## config.mk

```make
export PLATFORM = sky130hd
export DESIGN_NAME = vscale_store_buffer
export DESIGN_NICKNAME = d
export VERILOG_FILES = /design/src/rtl/vscale_store_buffer.sv
export SDC_FILE = /design/constraint.sdc
export NUM_CORES = 1
export LEC_CHECK = 0
export BUFFER_PORTS_ARGS = -buffer_cell sky130_fd_sc_hd__buf_2
export CAP_MARGIN = 20
export CORE_MARGIN = 2
export CORE_UTILIZATION = 52
export DETAILED_ROUTE_END_ITERATION = 16
export PLACE_DENSITY = 0.69
export RECOVER_POWER = 50
export SETUP_SLACK_MARGIN = 0.02
export SLEW_MARGIN = 10
export SYNTH_ARGS = -nofsm -noshare
export SYNTH_HDL_FRONTEND = slang
export SYNTH_SLANG_ARGS = --single-unit
```

## constraint.sdc

```tcl
create_clock -name clk -period 5.4 [get_ports clk]
set_clock_uncertainty 0.1 [all_clocks]
set_input_delay 0.54 -clock clk [delete_from_list [all_inputs] [get_ports clk]]
set_output_delay 0.54 -clock clk [all_outputs]
set_load 0.01 [all_outputs]
```

## src/rtl/vscale_store_buffer.sv

```systemverilog
// In-order store buffer between WB and the data-memory port.
// Provides byte-lane store-to-load forwarding and a fence drain.
module vscale_store_buffer #(
    parameter int unsigned XPR_LEN = 32,
    parameter int unsigned DEPTH   = 4,
    parameter bit          FWD_EN  = 1'b1
) (
    input  logic                      clk,
    input  logic                      reset_n,
    input  logic                      st_valid,
    output logic                      st_ready,
    input  logic [XPR_LEN-1:0]        st_addr,
    input  logic [XPR_LEN-1:0]        st_data,
    input  logic [1:0]                st_size,
    output logic                      st_err,
    input  logic [XPR_LEN-1:0]        ld_addr,
    input  logic [1:0]                ld_size,
    output logic                      ld_hit,
    output logic                      ld_conflict,
    output logic [XPR_LEN-1:0]        ld_fwd_data,
    input  logic                      fence_req,
    output logic                      fence_done,
    output logic                      mem_valid,
    input  logic                      mem_ready,
    output logic [XPR_LEN-1:0]        mem_addr,
    output logic [XPR_LEN-1:0]        mem_wdata,
    output logic [3:0]                mem_wstrb,
    output logic [$clog2(DEPTH):0]    count
);

    localparam int unsigned PTR_W = $clog2(DEPTH);
    localparam int unsigned CNT_W = PTR_W + 1;
    localparam int unsigned TAG_W = XPR_LEN - 2;

    typedef enum logic [1:0] {
        IDLE  = 2'd0,
        DRAIN = 2'd1,
        DONE  = 2'd2
    } state_t;

    state_t state_q, state_d;

    logic [TAG_W-1:0]   tag_q  [DEPTH];
    logic [XPR_LEN-1:0] data_q [DEPTH];
    logic [3:0]         strb_q [DEPTH];

    logic [PTR_W-1:0] head_q, tail_q;
    logic             full, empty, push, pop, accept;
    logic             st_misalign, fence_done_d;
    logic [3:0]       st_mask, ld_mask;
    logic [XPR_LEN-1:0] st_wdata;

    logic               y_found;
    logic [3:0]         y_strb;
    logic [XPR_LEN-1:0] y_data;
    logic [PTR_W-1:0]   fwd_idx;

    function automatic logic [3:0] lane_mask(input logic [1:0] size, input logic [1:0] off);
        case (size)
            2'd0:    return 4'b0001 << off;
            2'd1:    return 4'b0011 << off;
            default: return 4'b1111;
        endcase
    endfunction

    assign full     = (count == CNT_W'(DEPTH));
    assign empty    = (count == '0);
    assign st_ready = ~full & (state_q == IDLE);
    assign accept   = st_valid & st_ready;
    assign push     = accept & ~st_misalign;
    assign mem_valid = ~empty;
    assign pop      = mem_valid & mem_ready;

    // Store formatting: lane replication and strobe generation
    always_comb begin
        st_mask     = lane_mask(st_size, st_addr[1:0]);
        st_misalign = 1'b0;
        st_wdata    = st_data;
        case (st_size)
            2'd0: st_wdata = XPR_LEN'({4{st_data[7:0]}});
            2'd1: begin
                st_wdata    = XPR_LEN'({2{st_data[15:0]}});
                st_misalign = st_addr[0];
            end
            default: st_misalign = (st_addr[1:0] != 2'b00);
        endcase
    end

    assign mem_addr  = {tag_q[head_q], 2'b00};
    assign mem_wdata = data_q[head_q];
    assign mem_wstrb = strb_q[head_q];

    // Entry payload; validity is tracked by head/count, so no reset needed
    always_ff @(posedge clk) begin
        if (push) begin
            tag_q[tail_q]  <= st_addr[XPR_LEN-1:2];
            data_q[tail_q] <= st_wdata;
            strb_q[tail_q] <= st_mask;
        end
    end

    always_ff @(posedge clk or negedge reset_n) begin
        if (!reset_n) begin
            head_q     <= '0;
            tail_q     <= '0;
            count      <= '0;
            st_err     <= 1'b0;
            fence_done <= 1'b0;
            state_q    <= IDLE;
        end else begin
            if (push) tail_q <= tail_q + PTR_W'(1);
            if (pop)  head_q <= head_q + PTR_W'(1);
            count      <= count + CNT_W'(push) - CNT_W'(pop);
            st_err     <= accept & st_misalign;
            fence_done <= fence_done_d;
            state_q    <= state_d;
        end
    end

    // Fence FSM; fence_done rises together with entry into DONE
    always_comb begin
        state_d      = state_q;
        fence_done_d = 1'b0;
        case (state_q)
            IDLE: begin
                if (fence_req) begin
                    if (empty) fence_done_d = 1'b1;
                    else       state_d      = DRAIN;
                end
            end
            DRAIN: begin
                if (empty || (pop && count == CNT_W'(1))) begin
                    state_d      = DONE;
                    fence_done_d = 1'b1;
                end
            end
            DONE:    state_d = IDLE;
            default: state_d = IDLE;
        endcase
    end

    // Oldest-to-youngest scan; the last match wins so Y is the youngest
    always_comb begin
        ld_mask = lane_mask(ld_size, ld_addr[1:0]);
        y_found = 1'b0;
        y_strb  = '0;
        y_data  = '0;
        fwd_idx = '0;
        for (int i = 0; i < DEPTH; i++) begin
            fwd_idx = head_q + PTR_W'(i);
            if ((CNT_W'(i) < count) && (tag_q[fwd_idx] == ld_addr[XPR_LEN-1:2]) &&
                ((strb_q[fwd_idx] & ld_mask) != 4'b0000)) begin
                y_found = 1'b1;
                y_strb  = strb_q[fwd_idx];
                y_data  = data_q[fwd_idx];
            end
        end
        ld_hit      = y_found & FWD_EN & ((y_strb & ld_mask) == ld_mask);
        ld_conflict = y_found & ~ld_hit;
        ld_fwd_data = ld_hit ? y_data : '0;
    end

endmodule

```

==> run_results.csv, run 1 <==
group,metric,value,unit
status,status,"finished, violations left",
status,violations,"capacitance limit, slew limit",
sta,finalCritPeriodShare,97.82,%
power_and_ir_drop,power_density,472.5,nW/um^2
sta,setup-violations-final,0,
placement,numPlacedInstances,2179,
power_and_ir_drop,irDropWorstVdd,0.3773,mV
cells_and_area,nets,1886,
clock_network,root_buffer,"clkbuf_16",
detailed_routing,drt_iter0_markers,1351,
detailed_routing,drc_errors,0,
setup_path,reg2reg_setup_slack,2140,ps
setup_path,arrival,4640,ps
clock_network,clk_pin_slew,60,ps
min_path,hold_class,"in2reg",
setup_path,path_max_fanout,33,
synthesis,synth_area_per_cell,11.78,um^2
setup_path,critical_path_required,4760,ps
cells_and_area,fin_cells,2258,
floorplan,row_count,69,
setup_path,start_kind,"flop",
setup_path,crit_path_start,"head_q[1]$_DFFE_PN0P_",
cells_and_area,seqCellArea,8210,um^2
global_routing,grt.overflow.total,0,
setup_path,path_cells,"buf_6 > mux4_2 > xnor2_1 > nand4_1 > nor2_1 > nand4_1 > buf_4 > nor2_4 > buf_4 > o211ai_1 > a2111oi_4 > buf_2",
min_path,worstHoldStart,"st_valid",
synthesis,yosys-top-cells-area,"edfxtp_1 (42%), mux2i_1 (12%), mux4_2 (6.3%)",
clock_network,numCtsBuffers,30,
detailed_routing,wl_per_cell,25.95,um
power_and_ir_drop,p_leak,7.697,nW
floorplan,io_pins,214,
detailed_routing,dr.pass1.iters,7,
cells_and_area,drive_gt1_share,27.62,%
floorplan,core-area,35660,um^2
sta,report.final.hold_viol_count,0,
synthesis,synth_cell_types,78,
detailed_routing,dr_total_vias,14930,
detailed_routing,wl,58590,um
synthesis,dominantRegCellSynth,"edfxtp_1",
floorplan,die_h,194.6,um
synthesis,syn_area,18890,um^2
setup_path,cp_slowest_stage_delay,580,ps
clock_network,tritoncts,"yes",
global_routing,grt.total_usage,30.14,%
clock_network,cts_buffer_depth,3,
placement,dpl.hpwl,39950,um
synthesis,synth_cells,1604,
job,drv_cap,1,
setup_path,path_delay_family,"buffers and inverters",
sta,post-route-min-period,5282,ps
synthesis,synth.top_cell.area_share,41.97,%
cells_and_area,layout_common_cells,"edfxtp_1 (264), mux2i_1 (215), buf_2 (164)",
cells_and_area,fillers,2898,
global_routing,grt_max_degree,89,
synthesis,ys_seq_area_share,43.43,%
detailed_routing,vias_per_cell,6.612,
setup_path,worst-path-buf-inv,4,
setup_path,cp_slowest_cell,"mux4_2",
sta,slew_headroom,-0.03385,%
sta,max_clock_freq,189.3,MHz
setup_path,crit_type,"reg2out",
setup_path,end_kind,"output port",
placement,gp_congestion,0.9500,
clock_network,clkSinkCount,275,
synthesis,synth_area_leader_cell,"edfxtp_1",
synthesis,ys_warn_count,0,
floorplan,dieArea,37860,um^2
global_routing,antenna_found_initial,5,
setup_path,r2r_start,"count[0]$_DFF_PN0_",
clock_network,htreeDepth,1,
global_routing,grt_pass1_wl,87290,um
placement,port_buffers,211,
power_and_ir_drop,p_total,10.31,mW
global_routing,grt_pass1_vias,14250,
cells_and_area,multi_input_area,10020,um^2
floorplan,die_x,194.6,um
clock_network,insertion_delay,580,ps
floorplan,start_util,52.97,%
synthesis,synth_edf_count,264,
cells_and_area,layout_commonest_cell,"edfxtp_1",
sta,worstMarginPinSlew,1501,ps
sta,final_max_slew_viol_count,30,
synthesis,async_flop_share,4.000,%
detailed_routing,antenna_left,0,
cells_and_area,syn_to_final_growth,15.51,%
synthesis,synth-seq-cells,275,
## where the power goes
group	switching (mW)	total (mW)	internal [mW]
combinational	3.19	5.51	2.32
clock	0.874	2.16	1.29
sequential	0.122	2.64	2.52
## cells by family after synthesis
group           count (synthesis)  synth area share [%]
fa+ha+maj                       9                0.6360
xor+xnor                      107                 4.962
mux                           370                 23.75
buf+inv                       179                 4.696
other cells                     1               0.01985
simple gates                  294                 7.744
compound gates                369                 14.77
flops                         275                 43.43
## registers in the layout, summed over array words and instances (netlist names)
signal / cells
strb_q: 16
tag_q: 120
fence_done: 1
data_q: 128
tail_q: 2
head_q: 2
count: 3
st_err: 1
state_q: 2
## stage by stage
step | TNS (ps) | cell area [um^2] | utilization (%) | hold slack, ps | setup WS, ps
2_1_floorplan | 0 | 18890 | - | 144.4 | 1349
3_3_place_gp | 0 | 20300 | 56.92 | 345.0 | 240.3
3_5_place_dp | 0 | 20300 | 56.92 | 343.1 | 235.1
4_1_cts | 0 | 21590 | 60.56 | 49.78 | 31.84
5_1_grt | -5.945 | 21820 | 61.19 | 105.8 | -5.945
6_report | 0 | 21820 | 61.19 | 98.31 | 118.0
## path summary, 6_finish.rpt
kind	end	cells after the start
max reg2reg	data_q[3][9]$_DFFE_PP_	6
max	ld_fwd_data[15]	12
min reg2reg	state_q[1]$_DFFE_PN0P_	1
min	st_err$_DFF_PN0_	3
min in group asynchronous	st_err$_DFF_PN0_	2
max in group asynchronous	head_q[0]$_DFFE_PN0P_	2
## worst min-delay path, cell delays in order
cell,delay [ps]
buf_2,100
nand2_1,70
a21oi_1,40
## what timing repair did
| item | in CTS | in global routing |
|---|---|---|
| gates resized for setup | 24 | 20 |
| hold buffers | 1 | 0 |
| endpoints found under the setup margin | 34 | 34 |
| buffers inserted | 3 | 14 |
| endpoints found under the hold margin | 11 | 0 |
| cloned | 2 | 2 |
| pin swaps | 2 | 10 |
## final cells by class
type	instances	area share, %
Antenna cell	1	0.01147
Clock buffer	34	3.601
Clock inverter	22	1.227
Inverter	29	0.5333
Multi-Input combinational cell	1151	45.94
Sequential cell	275	37.63
Tap cell	461	2.644
Timing Repair Buffer	285	8.413
## Yosys cell counts (9+ instances only)
cell / n
o211ai_1: 37
buf_2: 40
nor3_1: 9
inv_1: 29
mux2i_1: 222
clkbuf_1: 69
buf_4: 9
xor2_1: 13
nand2_1: 86
a21oi_1: 82
buf_6: 16
a2111oi_2: 28
nor2_1: 99
nor3b_1: 32
buf_1: 15
nor2b_1: 12
edfxtp_1: 264
mux4_2: 53
mux2_2: 95
a211oi_1: 40
o22ai_1: 9
xnor2_1: 94
o21ai_0: 64
dfrtp_1: 11
o31ai_1: 35
a2111oi_0: 15
nand4_1: 18
## routing by layer
metal / global-route usage [%] / up-vias / part of all wire, %
li1: - / 6574 / -
met1: 43.74 / 7480 / 44
met2: 47.09 / 761 / 45
met3: 4.997 / 106 / 8.5
met4: 7.835 / 8 / 2.6
met5: 0 / - / 0.090
Power figures use the tool's default switching activity.
==> run 2: changes to the inputs <==
--- a/config.mk
+++ b/config.mk
@@ -8,9 +8,9 @@
 export BUFFER_PORTS_ARGS = -buffer_cell sky130_fd_sc_hd__buf_2
 export CAP_MARGIN = 20
 export CORE_MARGIN = 2
-export CORE_UTILIZATION = 52
+export CORE_UTILIZATION = 65
 export DETAILED_ROUTE_END_ITERATION = 16
-export PLACE_DENSITY = 0.69
+export PLACE_DENSITY = 0.84
 export RECOVER_POWER = 50
 export SETUP_SLACK_MARGIN = 0.02
 export SLEW_MARGIN = 10
==> run 2 against run 1 <==
Compared with the run above:
- the run ends with setup timing left
- critical path depth increased by 2
- via count grew 4.3%
- design area rose by 2.4%
- total power rose by 1.8%
- sequential power is essentially flat
- register-to-register slack worse by 20 ps
- fmax fell by 2.8%
- sequential cell count unchanged
- highest routed layer unchanged
==> run_results.csv, run 2 (synthesis gave the netlist of run 1 again) <==
group,metric,value,unit
cells_and_area,largest_register,"data_q",
floorplan,start_util,65.98,%
power_and_ir_drop,power_density,469.7,nW/um^2
cells_and_area,layout_commonest_cell,"edfxtp_1",
detailed_routing,dr.pass1.iters,6,
clock_network,clkSinkCount,275,
sta,layout_setup_ws,-32.12,ps
global_routing,grt_pass1_vias,14240,
clock_network,tritoncts,"yes",
placement,port_buffers,211,
cells_and_area,largest_reg_flops,128,
floorplan,core-area,28630,um^2
power_and_ir_drop,p_sw,4.280,mW
detailed_routing,vias_per_cell,7.047,
global_routing,grt_max_degree,96,
setup_path,arrival,4790,ps
floorplan,io_pins,214,
cells_and_area,fillers,1763,
cells_and_area,multi_input_area,10340,um^2
cells_and_area,seqCellArea,8210,um^2
power_and_ir_drop,combPwrFrac,54.4,%
global_routing,grt.total_usage,35.81,%
detailed_routing,wl_per_cell,26.98,um
cells_and_area,drive_gt1_share,28.66,%
setup_path,path_delay_family,"compound AO/OA/AOI/OAI gates",
cells_and_area,layout_common_cells,"edfxtp_1 (264), mux2i_1 (213), buf_2 (153)",
setup_path,cp_slowest_cell,"a41oi_4",
status,status,"finished, violations left",
global_routing,grtUsageMet3,6.387,%
sta,max_clock_freq,184.1,MHz
setup_path,crit_type,"reg2out",
cells_and_area,nets,1915,
setup_path,cp_slowest_stage_delay,570,ps
detailed_routing,drc_errors,0,
global_routing,grt.overflow.total,0,
floorplan,row_count,62,
sta,finalCritPeriodShare,100.6,%
sta,slew_headroom,4.837,%
cells_and_area,fin_cells,2210,
global_routing,use_met2,55.52,%
power_and_ir_drop,internal_power,6.216,mW
sta,hold_slack,108.9,ps
floorplan,die_x,174.5,um
global_routing,gr-usage-met1,52.16,%
sta,post-route-min-period,5432,ps
global_routing,grt-busiest-layer,"met2",
sta,setup-violations-final,20,
placement,numPlacedInstances,2098,
clock_network,clk_pin_slew,60,ps
sta,final_max_slew_viol_count,0,
detailed_routing,dr_total_vias,15570,
floorplan,dieArea,30440,um^2
setup_path,r2r_start,"count[1]$_DFF_PN0_",
min_path,worstHoldStart,"fence_req",
power_and_ir_drop,seq_power_share,25.1,%
setup_path,worst-path-buf-inv,5,
sta,worstMarginPinSlew,1427,ps
setup_path,start_kind,"flop",
detailed_routing,antenna_left,0,
placement,preCtsSetupSlack,304.5,ps
sta,report.final.hold_viol_count,0,
clock_network,cts_buffer_depth,3,
setup_path,critical_path_required,4760,ps
power_and_ir_drop,irDropWorstVdd,0.4803,mV
detailed_routing,drt_iter0_markers,2255,
global_routing,grt_pass1_wl,83810,um
power_and_ir_drop,switching_share,40.77,%
clock_network,htreeDepth,1,
clock_network,numCtsBuffers,30,
min_path,hold_class,"in2reg",
floorplan,die_h,174.5,um
cells_and_area,syn_to_final_growth,18.31,%
setup_path,crit_path_start,"head_q[1]$_DFFE_PN0P_",
sta,rsz0062_at_grt,"true",
global_routing,antenna_found_initial,4,
placement,gp_congestion,0.9990,
setup_path,end_kind,"output port",
detailed_routing,wl,59630,um
clock_network,root_buffer,"clkbuf_16",
status,violations,"setup timing",
cells_and_area,top_regs,"data_q x128, tag_q x120, strb_q x16",
job,drv_cap,0,
power_and_ir_drop,p_clk_share,20.5,%
power_and_ir_drop,p_leak,7.854,nW
setup_path,path_cells,"buf_12 > buf_16 > mux2i_1 > xnor2_1 > or3_1 > a211oi_1 > nand4_1 > buf_6 > o211ai_4 > o221ai_4 > a41oi_4 > clkbuf_16 > a2111oi_4 > buf_2",
clock_network,insertion_delay,580,ps
setup_path,path_max_fanout,17,
placement,dpl.hpwl,37370,um
-- run 2: area by class of cell --
cell class	count	share of cell area (%)
Inverter	29	0.5431
Tap cell	384	2.150
Clock inverter	24	1.226
Multi-Input combinational cell	1151	46.26
Timing Repair Buffer	314	9.675
Sequential cell	275	36.74
Clock buffer	32	3.393
Antenna cell	1	0.01120
-- run 2: what timing repair did --
item | in CTS | in global routing
cloned | 0 | 10
buffers inserted | 9 | 35
hold buffers | 1 | 0
endpoints found under the setup margin | 34 | 34
pin swaps | 3 | 30
endpoints found under the hold margin | 11 | 0
resized for setup | 15 | 71
-- run 2: stage by stage --
stage	cell area, um^2	TNS, ps	power, mW	utilization (%)
floorplan	18890	0	6.483	-
global placement	20170	0	7.617	70.46
detailed placement	20170	0	7.722	70.46
CTS	21400	0	9.970	74.75
global route	22340	-1031	10.87	78.06
finish	22350	-289.7	10.50	78.07
-- run 2: routing by layer --
metal,vias up,share of wire [%]
met3,173,13
met1,7578,39
met5,-,0.049
met4,4,3.4
met2,1193,45
li1,6626,-
-- run 2: worst reg2reg max path: stages, from the launching register on --
cell and delay (ps):
dfrtp_1 480, nor2_1 80, a211oi_1 360, nand2_1 130, nor2_1 470, and2_4 810
buf_4 500
-- run 2: worst paths after layout --
kind,end,slack [ps],cells past startpoint
setup reg to reg,data_q[0][8]$_DFFE_PP_,2120,6
max in group asynchronous,head_q[0]$_DFFE_PN0P_,4340,2
hold reg to reg,fence_done$_DFF_PN0_,400,1
min in group asynchronous,st_err$_DFF_PN0_,400,2
hold / removal,fence_done$_DFF_PN0_,110,3
setup / recovery,ld_fwd_data[11],-30,14
-- run 2: power groups by stage --
stage,logic (mW),registers [mW],clock network [mW]
global placement,4.89,2.73,0
CTS,5.16,2.66,2.15
finish,5.71,2.64,2.15
floorplan,3.85,2.63,0
detailed placement,4.98,2.74,0
global route,5.99,2.65,2.23
